[src/rtl/spi_slave_if_if.sv]
// SPI slave bus bundle: serial pins plus the parallel word/read-back handshake
// toward the RAM stage.
interface spi_slave_if_if #(
  parameter int FRAME_W = 10,
  parameter int DATA_W  = 8
) ();
  logic               ss_n;
  logic               mosi;
  logic               miso;
  logic [FRAME_W-1:0] rx_data;
  logic               rx_valid;
  logic [DATA_W-1:0]  tx_data;
  logic               tx_valid;

  modport slave (
    input  ss_n, mosi, tx_data, tx_valid,
    output miso, rx_data, rx_valid
  );

  modport master (
    output ss_n, mosi, tx_data, tx_valid,
    input  miso, rx_data, rx_valid
  );
endinterface

[src/rtl/spi_slave_if.sv]
// SPI slave front end: deserialises MOSI frames into opcode+payload words and
// serialises RAM read data back on MISO after a read-data frame.
module spi_slave_if #(
  parameter int FRAME_W = 10,
  parameter int DATA_W  = 8
) (
  input logic            clk,
  input logic            reset,
  spi_slave_if_if.slave  bus
);
  localparam int CNT_W = $clog2(FRAME_W + 1);
  localparam int TXC_W = $clog2(DATA_W + 1);

  typedef enum logic [2:0] {
    IDLE, CHK_CMD, WRITE, READ_ADD, READ_DATA, TX, DONE
  } state_t;

  state_t             r_state;
  logic               r_rd_addr_seen;
  logic [CNT_W-1:0]   r_cnt;
  logic [FRAME_W-2:0] r_shift;
  logic [FRAME_W-1:0] r_rx_data;
  logic               r_rx_valid;
  logic               r_miso;
  logic [DATA_W-1:0]  r_tx_sh;
  logic [TXC_W-1:0]   r_tx_cnt;
  logic               r_tx_loaded;

  wire w_last_bit = (r_cnt == CNT_W'(FRAME_W - 1));
  wire w_tx_done  = (r_tx_cnt == TXC_W'(DATA_W));

  always_ff @(posedge clk) begin
    if (reset) begin
      r_state        <= IDLE;
      r_rd_addr_seen <= 1'b0;
      r_cnt          <= '0;
      r_shift        <= '0;
      r_rx_data      <= '0;
      r_rx_valid     <= 1'b0;
      r_miso         <= 1'b0;
      r_tx_sh        <= '0;
      r_tx_cnt       <= '0;
      r_tx_loaded    <= 1'b0;
    end else begin
      r_rx_valid <= 1'b0;
      // Deselect anywhere mid-transaction drops the partial frame / read-back
      // but keeps rd_addr_seen so the read pairing survives the abort.
      if (r_state != IDLE && bus.ss_n) begin
        r_state     <= IDLE;
        r_cnt       <= '0;
        r_shift     <= '0;
        r_miso      <= 1'b0;
        r_tx_sh     <= '0;
        r_tx_cnt    <= '0;
        r_tx_loaded <= 1'b0;
      end else begin
        case (r_state)
          IDLE: begin
            if (!bus.ss_n) r_state <= CHK_CMD;
          end
          CHK_CMD: begin
            r_shift <= {{(FRAME_W-2){1'b0}}, bus.mosi};
            r_cnt   <= CNT_W'(1);
            if (!bus.mosi)           r_state <= WRITE;
            else if (!r_rd_addr_seen) r_state <= READ_ADD;
            else                     r_state <= READ_DATA;
          end
          WRITE, READ_ADD, READ_DATA: begin
            if (w_last_bit) begin
              r_rx_data  <= {r_shift, bus.mosi};
              r_rx_valid <= 1'b1;
              r_cnt      <= '0;
              r_shift    <= '0;
              case (r_state)
                READ_ADD: begin
                  r_state        <= DONE;
                  r_rd_addr_seen <= 1'b1;
                end
                READ_DATA: begin
                  r_state        <= TX;
                  r_rd_addr_seen <= 1'b0;
                end
                default: r_state <= DONE;
              endcase
            end else begin
              r_shift <= {r_shift[FRAME_W-3:0], bus.mosi};
              r_cnt   <= r_cnt + 1'b1;
            end
          end
          TX: begin
            // RAM read is combinational, so tx_valid normally lands with rx_valid;
            // a late tx_valid is still accepted here.
            if (!r_tx_loaded) begin
              if (bus.tx_valid) begin
                r_miso      <= bus.tx_data[DATA_W-1];
                r_tx_sh     <= {bus.tx_data[DATA_W-2:0], 1'b0};
                r_tx_cnt    <= TXC_W'(1);
                r_tx_loaded <= 1'b1;
              end
            end else if (w_tx_done) begin
              r_miso      <= 1'b0;
              r_tx_cnt    <= '0;
              r_tx_loaded <= 1'b0;
              r_state     <= DONE;
            end else begin
              r_miso   <= r_tx_sh[DATA_W-1];
              r_tx_sh  <= {r_tx_sh[DATA_W-2:0], 1'b0};
              r_tx_cnt <= r_tx_cnt + 1'b1;
            end
          end
          DONE: begin
            r_miso <= 1'b0;
          end
          default: r_state <= IDLE;
        endcase
      end
    end
  end

  assign bus.miso     = r_miso;
  assign bus.rx_data  = r_rx_data;
  assign bus.rx_valid = r_rx_valid;
endmodule
[src/flat_wrapper.sv]
// flat-port wrapper written by rule: the top's interface ports become plain ports
module spi_slave_if_flat 
#(
  parameter int FRAME_W = 10,
  parameter int DATA_W  = 8
)
  (clk, reset, bus_ss_n, bus_mosi, bus_tx_data, bus_tx_valid, bus_miso, bus_rx_data, bus_rx_valid);
  spi_slave_if_if #(.FRAME_W(FRAME_W), .DATA_W(DATA_W)) bus_i ();
  input logic clk;
  input logic reset;
  input wire logic [$bits(bus_i.ss_n)-1:0] bus_ss_n;
  input wire logic [$bits(bus_i.mosi)-1:0] bus_mosi;
  input wire logic [$bits(bus_i.tx_data)-1:0] bus_tx_data;
  input wire logic [$bits(bus_i.tx_valid)-1:0] bus_tx_valid;
  output wire logic [$bits(bus_i.miso)-1:0] bus_miso;
  output wire logic [$bits(bus_i.rx_data)-1:0] bus_rx_data;
  output wire logic [$bits(bus_i.rx_valid)-1:0] bus_rx_valid;
  assign bus_i.ss_n = bus_ss_n;
  assign bus_i.mosi = bus_mosi;
  assign bus_i.tx_data = bus_tx_data;
  assign bus_i.tx_valid = bus_tx_valid;
  assign bus_miso = bus_i.miso;
  assign bus_rx_data = bus_i.rx_data;
  assign bus_rx_valid = bus_i.rx_valid;
  spi_slave_if #(.FRAME_W(FRAME_W), .DATA_W(DATA_W)) u_core (.clk(clk), .reset(reset), .bus(bus_i));
endmodule
[config.mk]
export PLATFORM = sky130hd
export DESIGN_NAME = spi_slave_if_flat
export DESIGN_NICKNAME = d
export VERILOG_FILES = /design/src/rtl/spi_slave_if_if.sv /design/src/rtl/spi_slave_if.sv /design/src/flat_wrapper.sv
export SDC_FILE = /design/constraint.sdc
export NUM_CORES = 1
export LEC_CHECK = 0
export ABC_AREA = 1
export CAP_MARGIN = 20
export CORE_UTILIZATION = 25
export DETAILED_ROUTE_END_ITERATION = 12
export PLACE_DENSITY = 0.5
export SYNTH_ARGS = -nofsm -noshare
export SYNTH_HDL_FRONTEND = slang
export SYNTH_SLANG_ARGS = --single-unit
export TNS_END_PERCENT = 20
[constraint.sdc]
create_clock -name clk -period 1.6 [get_ports clk]
set_input_delay 0.24 -clock clk [delete_from_list [all_inputs] [get_ports clk]]
set_output_delay 0.24 -clock clk [all_outputs]
set_load 0.02 [all_outputs]
Word-level counts from Yosys, hierarchy flattened:

Index checks and enable logic that the tools add are counted.

* register bits: 42
* output and inout port bits: 12
* bits of input ports: 13
* memory bits (read-only): 0
* logic and storage cells: 72
* bits in latches: 0
* bits in writable memories: 0
* memories kept: 0

* $add $sub $neg: 2
* magnitude comparators: 0
* eq/ne operators: 14
* shifts and indexed selects: 0
* muxes and demuxes: 27
* reductions and logical operators: 16
* divide/modulo/power cells: 0
* bitwise gates (word level): 3
* multiply operators: 0

Operator list (number)
* two-way mux 8 bit: 3
* two-way mux 3 bit: 6
* case mux 9 bit (2 select lines): 1
* two-way mux 4 bit: 4
* case mux 3 bit (5 select lines): 1
* == test 3 bit, second input constant: 3
* two-way mux 9 bit: 1
* adder 4 x 1 -> 4 bit, second input constant: 2
* == test 4 bit, second input constant: 2
* case mux 4 bit (2 select lines): 1
* nonzero test 2 bit: 4
* two-way mux 1 bit: 7
* == test 3 x 2 -> 1 bit, second input constant: 2
* != test 2 x 1 -> 1 bit, second input constant: 3
* AND reduction 3 bit: 2
* OR reduction 3 bit: 2
* AND reduction 5 bit: 1
* != test 2 bit, second input constant: 2
* case mux 1 bit (2 select lines): 2
* AND reduction 2 bit: 2
* AND reduction 4 bit: 1
* == test 3 x 1 -> 1 bit, second input constant: 1
* zero test 3 bit: 1
* != test 3 x 2 -> 1 bit, second input constant: 1
* other kinds (5): 7

Depth between registers and ports, before layout:

* depth after elaboration: 4
* gate-level depth with buffers: 10

Least setup slack after synthesis:

OpenSTA, ideal clock, no wires.

* path type: reg-to-reg
* start point: register u_core.r_cnt[0]
* end point: register u_core.r_rx_data[9], in the netlist u_core.bus.rx_data[9]
* buffers on the path: 1
* arrival: 1.259 ns
* stages on the path, launching flop included: 8
* period minus slack after synthesis: 1.374 ns
* slack: 0.226 ns
* path through: dfxtp_1 ha_1 nand2_1 nor2_1 nand3_2 clkbuf_2 o21ai_0 nor2_1

* cells in the longest elaborated chain, start to end: 2

Ends and longest elaborated chain
* from (decl): RTL line spi_slave_if.sv:20 `logic [CNT_W-1:0] r_cnt;`
* from (signal assigned): RTL line spi_slave_if.sv:87 `r_cnt <= r_cnt + 1'b1;`
* == test 4 bit: RTL line spi_slave_if.sv:29 `wire w_last_bit = (r_cnt == CNT_W'(FRAME_W - 1));`
* AND reduction 3 bit (no source line)
* to (signal assigned): RTL line spi_slave_if.sv:70 `r_rx_data <= {r_shift, bus.mosi};`
* to (decl): RTL line spi_slave_if.sv:22 `logic [FRAME_W-1:0] r_rx_data;`

No other way between the ends.
A chain may end at the register's enable or synchronous reset.

Worst setup path after layout:

* start point: register u_core.r_miso, in the netlist u_core.bus.miso
* end point: output bus_miso

RTL lines
* from (decl): RTL line spi_slave_if.sv:24 `logic r_miso;`
* from (signal assigned): RTL line spi_slave_if.sv:95 `r_miso <= bus.tx_data[DATA_W-1];`
* from (signal assigned): RTL line spi_slave_if.sv:106 `r_miso <= r_tx_sh[DATA_W-1];`
* to (decl): RTL line flat_wrapper.sv:15 `output wire logic [$bits(bus_i.miso)-1:0] bus_miso;`

No word-level cell between the ends.

==> metrics.log <==
INFO  metric p_leak = between 0.9 and 1 nW
INFO  metric layout_cell_share_with_drive_strength_beyond_1 = 20.1%
INFO  metric grt_start_max_net_pins = 15
INFO  metric cp-start-kind = flip-flop
INFO  metric syn_area = between 1500 and 2000 sq um
INFO  metric synthDominantCellAreaShare = 41.1%
INFO  metric finalSetupViolations = 0
INFO  metric pwr_density_cell = 1310 nW/um^2
INFO  metric synth_largest_area_cell = dfxtp_1
INFO  metric synth-edff-count = 0
INFO  metric crit_chain = clkdlybuf4s50_1
INFO  metric total_inserted_antenna_cells = 0
INFO  metric fin_nets = 310
INFO  metric io-pin-count = 25
INFO  metric design.core.area = 7730 sq um
INFO  metric die_area = between 8000 and 9000 sq um
INFO  metric critical-path-slowest-cell = clkdlybuf4s50_1
INFO  metric start_util = 25.9%
INFO  metric chip_width = 91.4 um
INFO  metric endpoint_class_of_the_critical_path = primary output
INFO  metric globalRoute.totalOverflow = 0
INFO  metric clk_pin_slew = ~0.090 ns
INFO  metric syn_to_final_growth = 26.4%
INFO  metric worst_ir_drop_vdd = about 0.44 mV
INFO  metric synth.distinct_cells = 32
INFO  metric max-clock-path-buffers = 2
INFO  metric placementRows = 32
INFO  metric final.setup.worst_slack = 0.0907 ns
INFO  metric port-buffer-count = 24
INFO  metric gpl.final_weighted_congestion = around 0.80
INFO  metric hpwlAfterDp = 3070 um
INFO  metric worst_hold_margin = 0.466 ns
INFO  metric setup_repair_after_global_routing_missed_its_margin = no
INFO  metric crit_buf_inv = 1
INFO  metric detailed_place.area = 2370 sq um
INFO  metric first_global_vias = 1633
INFO  metric synth_most_common_cell = nand2_1
INFO  metric post-route-period-util = 94.3%
INFO  metric routed_wire_length_per_instance = about 11 um
INFO  metric total_nets_after_synthesis = 278
INFO  metric synth-async-reset-ratio = 0%
INFO  metric post_cts_hold_buffer_count = 0
INFO  metric finalWorstPathRequiredPeriod = 1.51 ns
INFO  metric final-max-slew-violation-count = 0
INFO  metric max-slew-margin-rel = 71.9%
INFO  metric tritoncts = done
INFO  metric detailedRoute.firstPassIterationCount = 4
INFO  metric yosysSeqAreaShare = 41.1%
INFO  metric tritoncts_num_sinks = 41
INFO  metric htree_num_levels = 2
INFO  metric post-route-cell-area = 2530 sq um
INFO  metric num-fill-cells = 818
INFO  metric preCtsSetupSlack = -0.0115 ns
INFO  metric worst_pin_slew = 0.419 ns
INFO  metric netlist_instances = ~260
INFO  metric route.detailed.vias_per_inst = roughly 4.3
INFO  metric setup.worst_path.start = u_core.bus.miso
INFO  metric synth-seq-cells = 41
INFO  metric fin_skew = approximately 0.007 ns
INFO  metric number_of_drc_violations_after_detailed_routing = 0
INFO  metric wirelength = roughly 4200 um
INFO  metric post_synth_most_frequent_cells = nand2_1, dfxtp_1, nor2_1
INFO  metric hold_viol = 0
INFO  metric antenna_found_initial = 0
INFO  metric cp.arrival = 1.27 ns
INFO  metric outcome = complete, no violations
INFO  metric track_usage = 11.0%
INFO  metric cell_types_occupying_the_most_area_after_synthesis = dfxtp_1, nand2_1, a21oi_2
INFO  metric number_of_nets_still_failing_antenna_checks_after_routing = 0
INFO  metric chipHeight = 91.4 um
INFO  metric worst_flop_to_flop_path_startpoint = u_core.r_state[2]
INFO  metric cp_slowest_stage_delay = 0.62 ns
INFO  metric drtIter0Drc = 50
INFO  metric numCtsBuffers = 5
INFO  metric synth-warning-count = 0
INFO  metric worstSetupPathType = reg2out
INFO  metric wire_length_of_the_first_global_routing_pass = 7370 um
INFO  metric fmax = between 0.6 and 0.7 GHz
INFO  metric worst_path_dominant_cell_family = buffers and inverters
INFO  metric maxCapViolations = 0
INFO  metric source_to_sink_clock_delay_at_the_later_pin_of_the_worst_skew_pair = 0.30 ns
INFO  metric path_max_fanout = 2
INFO  metric min-delay-path-class = reg2reg
INFO  metric route.vias.total = around 1700
INFO  metric cts_root_buf = clkbuf_8
INFO  metric hp-start = u_core.r_tx_sh[3]
INFO  metric ys_dominant_reg_cell = dfxtp_1
INFO  metric syn-mean-instance-area = 7.66 sq um
INFO  metric cp_data_required_time = 1.36 ns
==> timing repair <==
item,CTS,global route
setup endpoints to repair,2,6
gates resized for setup,1,2
setup buffers,0,0
==> stage by stage <==
| step | std cells | util, % | setup TNS, ns | power, W |
|---|---|---|---|---|
| floorplan | 261 | - | 0 | 0.00208 |
| global route | 396 | 32.7 | 0 | 0.00352 |
| detailed placement | 388 | 30.7 | -0.0115 | 0.00230 |
| finish | 396 | 32.7 | 0 | 0.00330 |
| CTS | 396 | 32.5 | 0 | 0.00333 |
| global placement | 388 | 30.7 | 0 | 0.00231 |
==> worst paths after layout <==
path / depth (start not counted) / slack, ns / endpoint
max: 1 / 0.09 / bus_miso
min: 2 / 0.47 / u_core.r_tx_sh[3]
max reg2reg: 6 / 0.15 / u_core.r_shift[8]
min reg2reg: 2 / 0.47 / u_core.r_tx_sh[3]
==> placed cells by master (no fill, tap or decap) <==
cell	n
a21oi_2	16
nand2_4	3
nor2_4	4
nand3_2	1
bufinv_16	2
nor3_1	2
clkdlybuf4s50_1	24
inv_6	1
o21ai_1	5
buf_4	8
inv_1	11
xnor2_1	2
clkbuf_8	5
or2_0	1
inv_2	6
nand3_1	12
nand2_1	67
nand4_1	1
buf_12	1
nor2_2	3
and2_1	1
a31oi_1	1
nand2_2	6
ha_1	4
or2_1	1
dfxtp_1	41
nor2_1	35
a21oi_1	13
nand3_4	1
nor2_8	1
o211ai_1	2
o21ai_0	11
xor2_1	1
nand4_2	1
==> flip-flops by register name, indices dropped and copies added, names as in the netlist <==
register and flops:
u_core.r_tx_cnt 4, u_core.r_shift 9, u_core.r_tx_loaded 1, u_core.r_cnt 4, u_core.r_tx_sh 7, u_core.bus.rx_data 10, u_core.r_rd_addr_seen 1, u_core.r_state 3
u_core.bus.miso 1, u_core.bus.rx_valid 1
==> logic make-up after synthesis <==
group	Yosys count	synth area share, %
AOI/OAI and AO/OA	48	15.3
xor gates and xnor gates	3	1.32
adders and majority gates	4	2.50
buffers and inverters	25	6.82
DFF	41	41.1
and+or+nand+nor	140	32.9
==> routing by layer <==
metal  global-route usage, %  vias up  share of wire, %  routed length (um)
li1                        -      900                 -                   -
met1                    13.2      774                48                2010
met2                    18.9       31                47                1960
met3                    2.76        6               3.8                 157
met4                    3.97        0               1.4                  59
met5                       0        -                 0                   0
==> cell type report <==
| class | count | area [sq um] | share of cell area (%) |
|---|---|---|---|
| Tap cell | 102 | 128 | 5.05 |
| Inverter | 17 | 63.8 | 2.53 |
| Sequential cell | 41 | 821 | 32.5 |
| Multi-Input combinational cell | 195 | 1060 | 41.8 |
| Clock buffer | 5 | 68.8 | 2.72 |
| Timing Repair Buffer | 33 | 320 | 12.7 |
| Clock inverter | 3 | 68.8 | 2.72 |
==> report_power, final <==
group          switching (W)  internal (W)
Combinational       0.000730      0.000377
Sequential         0.0000869       0.00109
Clock               0.000395      0.000628
No activity file was read; power rests on OpenSTA's default activity.
